--- config.mk ---
export PLATFORM = sky130hd
export DESIGN_NAME = ram_arbiter
export DESIGN_NICKNAME = d
export VERILOG_FILES = /design/src/rtl/ram_arbiter.sv
export SDC_FILE = /design/constraint.sdc
export NUM_CORES = 1
export LEC_CHECK = 0
export BUFFER_PORTS_ARGS = -buffer_cell sky130_fd_sc_hd__buf_2
export CAP_MARGIN = 40
export CORE_AREA = 2 2 117 119
export DETAILED_ROUTE_END_ITERATION = 8
export DIE_AREA = 0 0 119 121
export SKIP_CTS_REPAIR_TIMING = 1
export SYNTH_ARGS = -nofsm -noshare
export SYNTH_HDL_FRONTEND = slang
export SYNTH_SLANG_ARGS = --single-unit
--- constraint.sdc ---
create_clock -name clk -period 3.5 [get_ports clk]
set_input_delay 0.35 -clock clk [delete_from_list [all_inputs] [get_ports clk]]
set_output_delay 0.35 -clock clk [all_outputs]
set_load 0.01 [all_outputs]
--- src/rtl/ram_arbiter.sv ---
// Two-master arbiter/sequencer for the single-port data RAM (m0 = MEM stage, m1 = fetch).
// Optional WAIT-state timeout abort is enabled by defining ARB_TIMEOUT_EN.
module ram_arbiter #(
   parameter int ADDR_W      = 32,
   parameter int DATA_W      = 32,
   parameter int M1_MAX_WAIT = 4,
   parameter int TIMEOUT     = 15
) (
   input  logic              clk,
   input  logic              rst,
   input  logic              m0_req,
   input  logic              m0_we,
   input  logic [ADDR_W-1:0] m0_addr,
   input  logic [DATA_W-1:0] m0_wdata,
   output logic [DATA_W-1:0] m0_rdata,
   output logic              m0_done,
   output logic              m0_stall,
   output logic              m0_err,
   input  logic              m1_req,
   input  logic              m1_we,
   input  logic [ADDR_W-1:0] m1_addr,
   input  logic [DATA_W-1:0] m1_wdata,
   output logic [DATA_W-1:0] m1_rdata,
   output logic              m1_done,
   output logic              m1_stall,
   output logic              m1_err,
   output logic              ram_ce,
   output logic              ram_we,
   output logic [ADDR_W-1:0] ram_addr,
   output logic [DATA_W-1:0] ram_wdata,
   input  logic [DATA_W-1:0] ram_rdata,
   input  logic              ram_ack,
   output logic              busy
);

   typedef enum logic [1:0] {S_IDLE, S_ISSUE, S_WAIT, S_RESP} state_t;

   localparam logic [3:0] MAX_WAIT = 4'(M1_MAX_WAIT);

   state_t            r_state;
   logic              r_gnt;
   logic              r_lat_we;
   logic              r_err;
   logic              r_done;
   logic              r_ce;
   logic              r_we;
   logic              r_busy;
   logic [3:0]        r_wait_cnt;
`ifdef ARB_TIMEOUT_EN
   localparam logic [7:0] TMO_LAST = 8'(TIMEOUT - 1);
   logic [7:0]        r_tmo_cnt;
`endif

   logic              w_any_req;
   logic              w_gnt_m1;
   logic [DATA_W-1:0] w_rdata;

   // m1 wins outright when m0 is idle, or when m0 has starved it long enough
   assign w_any_req = m0_req | m1_req;
   assign w_gnt_m1  = m1_req & (~m0_req | (r_wait_cnt >= MAX_WAIT));

   always_ff @(posedge clk) begin
      if (rst) begin
         r_state    <= S_IDLE;
         r_gnt      <= 1'b0;
         r_lat_we   <= 1'b0;
         r_err      <= 1'b0;
         r_done     <= 1'b0;
         r_ce       <= 1'b0;
         r_we       <= 1'b0;
         r_busy     <= 1'b0;
         r_wait_cnt <= '0;
         ram_addr   <= '0;
         ram_wdata  <= '0;
`ifdef ARB_TIMEOUT_EN
         r_tmo_cnt  <= '0;
`endif
      end else begin
         r_done <= 1'b0;
         case (r_state)
            S_IDLE: begin
               if (w_any_req) begin
                  r_gnt     <= w_gnt_m1;
                  r_lat_we  <= w_gnt_m1 ? m1_we    : m0_we;
                  r_we      <= w_gnt_m1 ? m1_we    : m0_we;
                  ram_addr  <= w_gnt_m1 ? m1_addr  : m0_addr;
                  ram_wdata <= w_gnt_m1 ? m1_wdata : m0_wdata;
                  r_err     <= 1'b0;
                  r_ce      <= 1'b1;
                  r_busy    <= 1'b1;
                  r_state   <= S_ISSUE;
               end
               // m1 still waiting here implies m0 took the grant this cycle
               if (w_gnt_m1 || !m1_req)
                  r_wait_cnt <= '0;
               else if (r_wait_cnt != 4'hF)
                  r_wait_cnt <= r_wait_cnt + 4'd1;
            end
            S_ISSUE: begin
               r_we <= 1'b0;
               if (r_lat_we) begin
                  r_state   <= S_WAIT;
`ifdef ARB_TIMEOUT_EN
                  r_tmo_cnt <= '0;
`endif
               end else begin
                  r_state <= S_RESP;
                  r_ce    <= 1'b0;
                  r_done  <= 1'b1;
               end
            end
            S_WAIT: begin
               if (ram_ack) begin
                  r_state <= S_RESP;
                  r_ce    <= 1'b0;
                  r_done  <= 1'b1;
               end
`ifdef ARB_TIMEOUT_EN
               else if (r_tmo_cnt == TMO_LAST) begin
                  r_state   <= S_RESP;
                  r_ce      <= 1'b0;
                  r_done    <= 1'b1;
                  r_err     <= 1'b1;
                  r_tmo_cnt <= r_tmo_cnt + 8'd1;
               end else begin
                  r_tmo_cnt <= r_tmo_cnt + 8'd1;
               end
`endif
            end
            S_RESP: begin
               r_state <= S_IDLE;
               r_busy  <= 1'b0;
               r_err   <= 1'b0;
            end
            default: r_state <= S_IDLE;
         endcase
      end
   end

   // RAM registers read data, so it is valid in RESP right after the ISSUE cycle
   assign w_rdata  = (r_done & ~r_lat_we & ~r_err) ? ram_rdata : '0;

   assign m0_done  = r_done & ~r_gnt;
   assign m1_done  = r_done &  r_gnt;
   assign m0_rdata = m0_done ? w_rdata : '0;
   assign m1_rdata = m1_done ? w_rdata : '0;
   assign m0_stall = m0_req & ~m0_done;
   assign m1_stall = m1_req & ~m1_done;
`ifdef ARB_TIMEOUT_EN
   assign m0_err   = m0_done & r_err;
   assign m1_err   = m1_done & r_err;
`else
   assign m0_err   = 1'b0;
   assign m1_err   = 1'b0;
`endif

   assign ram_ce   = r_ce;
   assign ram_we   = r_we;
   assign busy     = r_busy;

endmodule
==> results of run 1 <==
critical path: stages (launching register included):
cell and delay [ns]:
dfxtp_1 0.33, inv_1 0.15, ha_1 0.45, o21a_2 0.61, buf_4 0.41, o21ai_0 0.13, a21oi_1 0.13
state kept, by name, indices dropped and copies added, names as in the netlist:
register	flops
r_wait_cnt	4
ram_ce	1
ram_we	1
ram_addr	32
r_gnt	1
ram_wdata	32
busy	1
r_lat_we	1
r_state	2
r_done	1
power breakdown:
| group | switching [mW] | leakage (nW) | internal [mW] | total [mW] |
|---|---|---|---|---|
| registers | 0.169 | 0.630 | 1.19 | 1.36 |
| logic | 1.07 | 2.16 | 0.723 | 1.79 |
| clock network | 0.359 | 0.160 | 0.666 | 1.02 |
layout make-up:
cell class	instances	area share, %
antenna	1	0.0422
clock buffer	13	4.39
clock inverter	3	1.16
inverter	8	0.506
multi-input combinational	380	36.9
sequential	76	25.7
tap	176	3.71
timing repair buffer	314	27.6
cells in the mapped netlist, types with 2 or more instances:
cell type	n
a21oi_1	70
clkbuf_1	41
dfxtp_1	76
a211oi_1	2
buf_1	3
nor2b_1	4
ha_1	6
nor4bb_1	2
buf_6	4
inv_1	7
buf_4	3
a31oi_1	66
buf_2	9
o21ai_0	130
a311oi_1	2
nand2b_1	2
nor2_1	9
o21ai_1	4
and2_1	66
nor3b_1	2
logic make-up (layout without fill, tap and decap cells):
logic type | Yosys count | in the layout | synth area share (%)
simple gates | 92 | 92 | 14.2
fa+ha+maj | 6 | 6 | 1.88
flops | 76 | 76 | 38.1
compound gates | 277 | 277 | 37.3
other cells | 1 | 3 | 0.0938
buf+inv | 68 | 338 | 7.70
mux | 1 | 1 | 0.250
xor+xnor | 2 | 2 | 0.438
path summary, 6_finish.rpt:
path                     from            to  slack, ns  depth (start not counted)
setup reg to reg   r_state[0]  ram_addr[24]       1.22                          6
setup / recovery   r_state[0]  ram_addr[24]       1.22                          6
hold / removal    m0_addr[10]  ram_addr[10]       0.27                          3
hold reg to reg          busy          busy       0.47                          2
per-stage QoR:
step	cell area [sq um]	cells	setup slack, ns	util (%)
3_3_place_gp	5570	953	1.26	42.6
3_5_place_dp	5600	954	1.19	42.8
4_1_cts	5930	970	1.18	45.3
2_1_floorplan	4000	524	1.94	-
5_1_grt	5930	970	0.986	45.3
6_report	5930	971	1.22	45.3
per-layer routing:
metal | wire [um] | GRT usage (%) | up-vias
li1 | - | - | 2413
met2 | 7840 | 37.4 | 215
met5 | 0 | 0 | -
met4 | 285 | 6.47 | 0
met3 | 1220 | 5.03 | 19
met1 | 6440 | 24.4 | 2231
==> impl_metrics.ini, run 1 <==
[cells_and_area]
drive_gt1_share_pct = 42.1
layout_commonest_cell = buf_2
multi_input_area_sq_mm = 0.00219
seqCellArea_sq_mm = 0.00152
final_cell_mix = buf_2, o21ai_0, dfxtp_1
nFillCells = 1382
syn_to_final_growth_pct = 48.4
nNetsFinal = 962

[yosys]
ys_seq_area_share_pct = 38.1
synth-main-ff-cell = dfxtp_1
syn-mean-instance-area_sq_um = 7.64
async_reset_ff_share_pct = 0
synth_area_leader_cell = dfxtp_1
yosys.cell_types.count = 35
synth_seq_cells = 76
synth_edf_count = 0
synthCells = 523
synthTopCellsByArea = dfxtp_1, o21ai_0, a31oi_1
synth.cell_area_sq_mm = 0.00400
synth_top_area_share_pct = 38.1
yosys_warnings = 0

[cts]
cts.clk_slew.worst_paths_ns = 0.06
clockRootBuffer = clkbuf_16
worstSkewPairLatency_ns = 0.33
clock_sinks = 76
numCtsBuffers = 9
cts_buffer_depth = 2
cts_tree = done
h-tree-depth = 3

[detailed_routing]
num_vias = 4878
dr.pass1.iters = 4
wl_um = 15800
final_antenna_net_count = 0
vias_per_cell = 5.02
routedWlPerCell_um = 16.2
drt_iter0_drc = 219
drcViolationCount = 0

[power_and_ir_drop]
leakage_nw = 2.95
ir_drop_mv = 0.279
finalPower_mw = 4.18
power.density_mw_per_mm2 = 705

[placed_design]
portBuffers = 301
dp_hpwl_um = 11400
gp_congestion = 0.860

[floorplanning]
fp.dieW_um = 119
dieHeight_um = 121
start_util_pct = 30.5
coreArea_sq_mm = 0.0131
fp-row-count = 42
io_pins = 304
dieArea_sq_mm = 0.0144

[critical_path]
endpoint_kind = flop
critPathRequiredTime_ns = 3.76
crit_arrival_ns = 2.54
path_class = reg -> reg
cp_max_fo = 32
critPathLaunchType = flop

[timing]
finalCriticalPeriod_ns = 2.28
finalHoldWorstSlack_ns = 0.273
worst_slew_pin_slew_ns = 0.865
setup_tns_ns = 0
hold_violations = 0
fin_skew_ns = 0.00599
drv_slew = 0
period_share_pct = 65.3
max_slew_margin_pct = 42.1
fmaxAchievable_mhz = 438
rsz0062_at_grt = false
setup_violations = 0

[global_routing]
grt_pass1_wl_um = 23900
track_usage_pct = 20.8
gr-total-overflow = 0
grt_max_degree = 39
antenna_found_initial = 2
grt_pass1_vias = 4693

[run_status]
status = complete, no violations

[min_path]
hold_class = in -> reg

[flow_run]
cap_violations = 0
Power figures use the tool's default switching activity.
==> run 2, diff against run 1 <==
- CORE_AREA: 2 2 117 119 -> 2 2 119 121
- DIE_AREA: 0 0 119 121 -> 0 0 121 123
- clock period: 3.5 -> 2.27 ns (I/O delays scaled with it)
==> impl_metrics.ini, run 2 (same netlist as run 1, synthesis figures left out) <==
[detailed_routing]
final_antenna_net_count = 0
drcViolationCount = 0
num_vias = 4901
routedWlPerCell_um = 15.7
vias_per_cell = 5.02
drt_iter0_drc = 178
wl_um = 15300
dr.pass1.iters = 4

[cells_and_area]
layout_commonest_cell = buf_2
syn_to_final_growth_pct = 48.7
drive_gt1_share_pct = 42.4
nNetsFinal = 964
final_cell_mix = buf_2, o21ai_0, dfxtp_1
reg.largest.list = ram_addr x32, ram_wdata x32, r_wait_cnt x4
fin_area_sq_mm = 0.00594
final_util_pct = 43.6

[floorplanning]
dieArea_sq_mm = 0.0149
start_util_pct = 29.4
fp-row-count = 43
coreArea_sq_mm = 0.0136
dieHeight_um = 123
io_pins = 304
fp.dieW_um = 121

[critical_path]
cp_max_fo = 11
endpoint_kind = flop
reg2reg_from = r_state[0]
cp-startpoint = r_state[0]
path_class = reg -> reg
crit_arrival_ns = 2.10
critPathLaunchType = flop
critPathRequiredTime_ns = 2.51

[global_routing]
grt_pass1_vias = 4625
antenna_found_initial = 2
grt_max_degree = 62
grt_pass1_wl_um = 23200
track_usage_pct = 19.5
gr-total-overflow = 0

[min_path]
min-delay-start = m0_addr[1]
hold_class = in -> reg

[placed_design]
dp_hpwl_um = 11000
portBuffers = 301
gp_congestion = 0.873
placed_area_sq_mm = 0.00561

[power_and_ir_drop]
clock_power_share_pct = 24.1
comb_power_share_pct = 43.2
leakage_nw = 2.96
p_switching_mw = 2.44
p_seq_share_pct = 32.7
p_sw_share_pct = 37.8
internal-power_mw = 4.00
power.density_mw_per_mm2 = 1080
ir_drop_mv = 0.454

[cts]
clock_sinks = 76
cts.clk_slew.worst_paths_ns = 0.06
h-tree-depth = 3
numCtsBuffers = 9
cts_buffer_depth = 2
clockRootBuffer = clkbuf_16
worstSkewPairLatency_ns = 0.33
cts_tree = done

[timing]
fin_skew_ns = 0.00580
setup_tns_ns = 0
max_slew_margin_pct = 67.3
period_share_pct = 81.8
hold_violations = 0
setup_violations = 0
rsz0062_at_grt = false
fmaxAchievable_mhz = 538
finalCriticalPeriod_ns = 1.86
worst_slew_pin_slew_ns = 0.485
drv_slew = 0

[run_status]
status = complete, no violations

[flow_run]
cap_violations = 0
## run 2: path summary, 6_finish.rpt
kind / to / slack [ns] / depth (start not counted)
worst min-delay path: ram_addr[1] / 0.15 / 3
worst max-delay path: ram_ce / 0.41 / 5
worst max register to register: ram_ce / 0.41 / 5
worst min register to register: busy / 0.49 / 2
## run 2: power groups by stage
stage / sequential (mW) / combinational (mW) / clock (mW)
6_report: 2.10 / 2.78 / 1.55
5_1_grt: 2.15 / 3.12 / 1.65
4_1_cts: 2.10 / 2.80 / 1.60
3_5_place_dp: 2.11 / 2.79 / 0
3_3_place_gp: 2.13 / 2.78 / 0
2_1_floorplan: 2.31 / 1.48 / 0
## run 2: final cells by class
type,instances,area (sq um)
Clock inverter,4,72.6
Timing Repair Buffer,316,1640
Tap cell,180,225
Antenna cell,2,5.00
Multi-Input combinational cell,380,2190
Clock buffer,11,253
Inverter,8,30.0
Fill cell,1393,7670
Sequential cell,76,1520
## run 2: critical path, stage by stage, from the launching register on
cell,delay (ns)
dfxtp_1,0.34
inv_1,0.15
ha_1,0.46
nor3b_1,0.48
nor2_1,0.10
a311oi_1,0.24
## run 2: metal layers
layer / routed length (um) / vias to the layer above / GRT usage, %
met1: 6360 / 2257 / 23.5
li1: - / 2413 / -
met2: 7530 / 216 / 34.2
met4: 241 / 0 / 5.89
met3: 1220 / 15 / 4.84
met5: 0 / - / 0
## run 2: stage by stage
step	std cells	setup slack [ns]	total power, mW	hold WS, ns
2_1_floorplan	524	0.711	3.80	0.382
5_1_grt	977	0.181	6.92	0.146
3_3_place_gp	960	0.500	4.91	0.491
6_report	977	0.412	6.44	0.153
4_1_cts	975	0.430	6.51	0.134
3_5_place_dp	960	0.442	4.91	0.494
==> run 3, diff against run 2 <==
- CORE_AREA: 2 2 119 121 -> 2 2 117 119
- DIE_AREA: 0 0 121 123 -> 0 0 119 121
- PLACE_DENSITY: unset -> 0.66
- clock period: 2.27 -> 1.7 ns (I/O delays scaled with it)
==> impl_metrics.ini, run 3 (same netlist as run 1, synthesis figures left out) <==
[detailed_routing]
vias_per_cell = 5.12
drt_iter0_drc = 252
drcViolationCount = 0
dr.pass1.iters = 4
wl_um = 16100
routedWlPerCell_um = 16.4
final_antenna_net_count = 0
num_vias = 5034

[global_routing]
antenna_found_initial = 1
grt_pass1_vias = 4740
gr-total-overflow = 0
grt_max_degree = 49
track_usage_pct = 21.2
grt_pass1_wl_um = 24400

[cells_and_area]
fin_area_sq_mm = 0.00604
layout_commonest_cell = buf_2
reg.largest.list = ram_addr x32, ram_wdata x32, r_wait_cnt x4
drive_gt1_share_pct = 43.7
final_util_pct = 46.1
fin_cells = 983
final_cell_mix = buf_2, o21ai_0, dfxtp_1
nNetsFinal = 976
syn_to_final_growth_pct = 51.1

[critical_path]
critPathRequiredTime_ns = 1.53
cp_top_family = simple AND/OR/NAND/NOR gates
cp_max_fo = 16
path_class = reg -> out
slowest_stage = dfxtp_1
critPathLaunchType = flop
cp-startpoint = r_gnt
critPathMaxStageDelay_ns = 0.32
path_buf_inv = 2
path_cells = nand2b_1 > nor2_2 > buf_6 > and2_1 > buf_2
reg2reg_from = r_state[0]
endpoint_kind = output port
crit_arrival_ns = 1.46

[floorplanning]
dieHeight_um = 121
fp-row-count = 42
coreArea_sq_mm = 0.0131
dieArea_sq_mm = 0.0144
io_pins = 304
fp.dieW_um = 119
start_util_pct = 30.5

[cts]
cts_tree = done
h-tree-depth = 3
cts_buffer_depth = 2
clockRootBuffer = clkbuf_16
clock_sinks = 76
cts.clk_slew.worst_paths_ns = 0.06
numCtsBuffers = 9
worstSkewPairLatency_ns = 0.34

[timing]
fin_skew_ns = 0.00431
rsz0062_at_grt = true
setup_tns_ns = 0
drv_slew = 0
setup_violations = 0
fmaxAchievable_mhz = 613
finalCriticalPeriod_ns = 1.63
period_share_pct = 96.0
hold_violations = 0

[power_and_ir_drop]
p_sw_share_pct = 39.2
leakage_nw = 3.01
ir_drop_mv = 0.851
p_seq_share_pct = 32.7
internal-power_mw = 5.20
clock_power_share_pct = 20.1
comb_power_share_pct = 47.2
p_switching_mw = 3.36
power.density_mw_per_mm2 = 1420

[placed_design]
placedCellCount = 967
portBuffers = 301
dp_hpwl_um = 11700
gp_congestion = 0.871
placed_area_sq_mm = 0.00574

[run_status]
status = complete, no violations

[flow_run]
cap_violations = 0

[min_path]
hold_class = in -> reg
min-delay-start = m0_addr[4]
## run 3: changes by cell type in the layout (fill, tap and decap cells not counted), moves of 2 or more
cell       change
clkinv_2       +2
buf_4          +6
buf_12         +4
bufinv_16      -2
buf_6          +2
## run 3: power groups by stage
stage / logic [mW] / clock network [mW] / registers [mW]
after floorplan: 1.98 / 0 / 3.09
after global placement: 3.94 / 0 / 2.81
after detailed placement: 3.99 / 0 / 2.80
after CTS: 4.00 / 1.77 / 2.79
after global routing: 4.43 / 1.85 / 2.88
final: 4.04 / 1.72 / 2.80
## run 3: cell type report
| type | instances | area (sq um) |
|---|---|---|
| Timing Repair Buffer | 328 | 1790 |
| Sequential cell | 76 | 1520 |
| Fill cell | 1315 | 7050 |
| Antenna cell | 1 | 2.50 |
| Inverter | 8 | 30.0 |
| Clock buffer | 11 | 243 |
| Multi-Input combinational cell | 380 | 2210 |
| Tap cell | 176 | 220 |
| Clock inverter | 3 | 15.0 |
## run 3: path summary, 6_finish.rpt
path | slack (ns) | to | cells past startpoint
hold reg to reg | 0.47 | busy | 2
hold / removal | 0.09 | ram_addr[4] | 3
setup reg to reg | 0.08 | r_state[0] | 6
setup / recovery | 0.07 | m0_rdata[15] | 5
## run 3: worst reg2reg max path, cell delays in order, from the launching register on
cell and delay (ns):
dfxtp_1 0.36, inv_1 0.07, buf_4 0.14, ha_1 0.22, nor2b_1 0.16, o31a_1 0.31, a311oi_2 0.28
## run 3: metrics by stage
step           hold slack [ns]  power (mW)  setup slack (ns)
2_1_floorplan            0.325        5.07             0.141
3_3_place_gp             0.435        6.75             0.164
3_5_place_dp             0.436        6.79            0.0875
4_1_cts                 0.0768        8.56          -0.00511
5_1_grt                 0.0780        9.15           -0.0311
6_report                0.0890        8.56            0.0674
## run 3: per-layer routing
| layer | global-route usage [%] | up-vias | wire length [um] |
|---|---|---|---|
| met5 | 0 | - | 0 |
| li1 | - | 2437 | - |
| met1 | 24.1 | 2349 | 6370 |
| met3 | 5.97 | 18 | 1100 |
| met4 | 6.99 | 0 | 272 |
| met2 | 38.3 | 230 | 8390 |
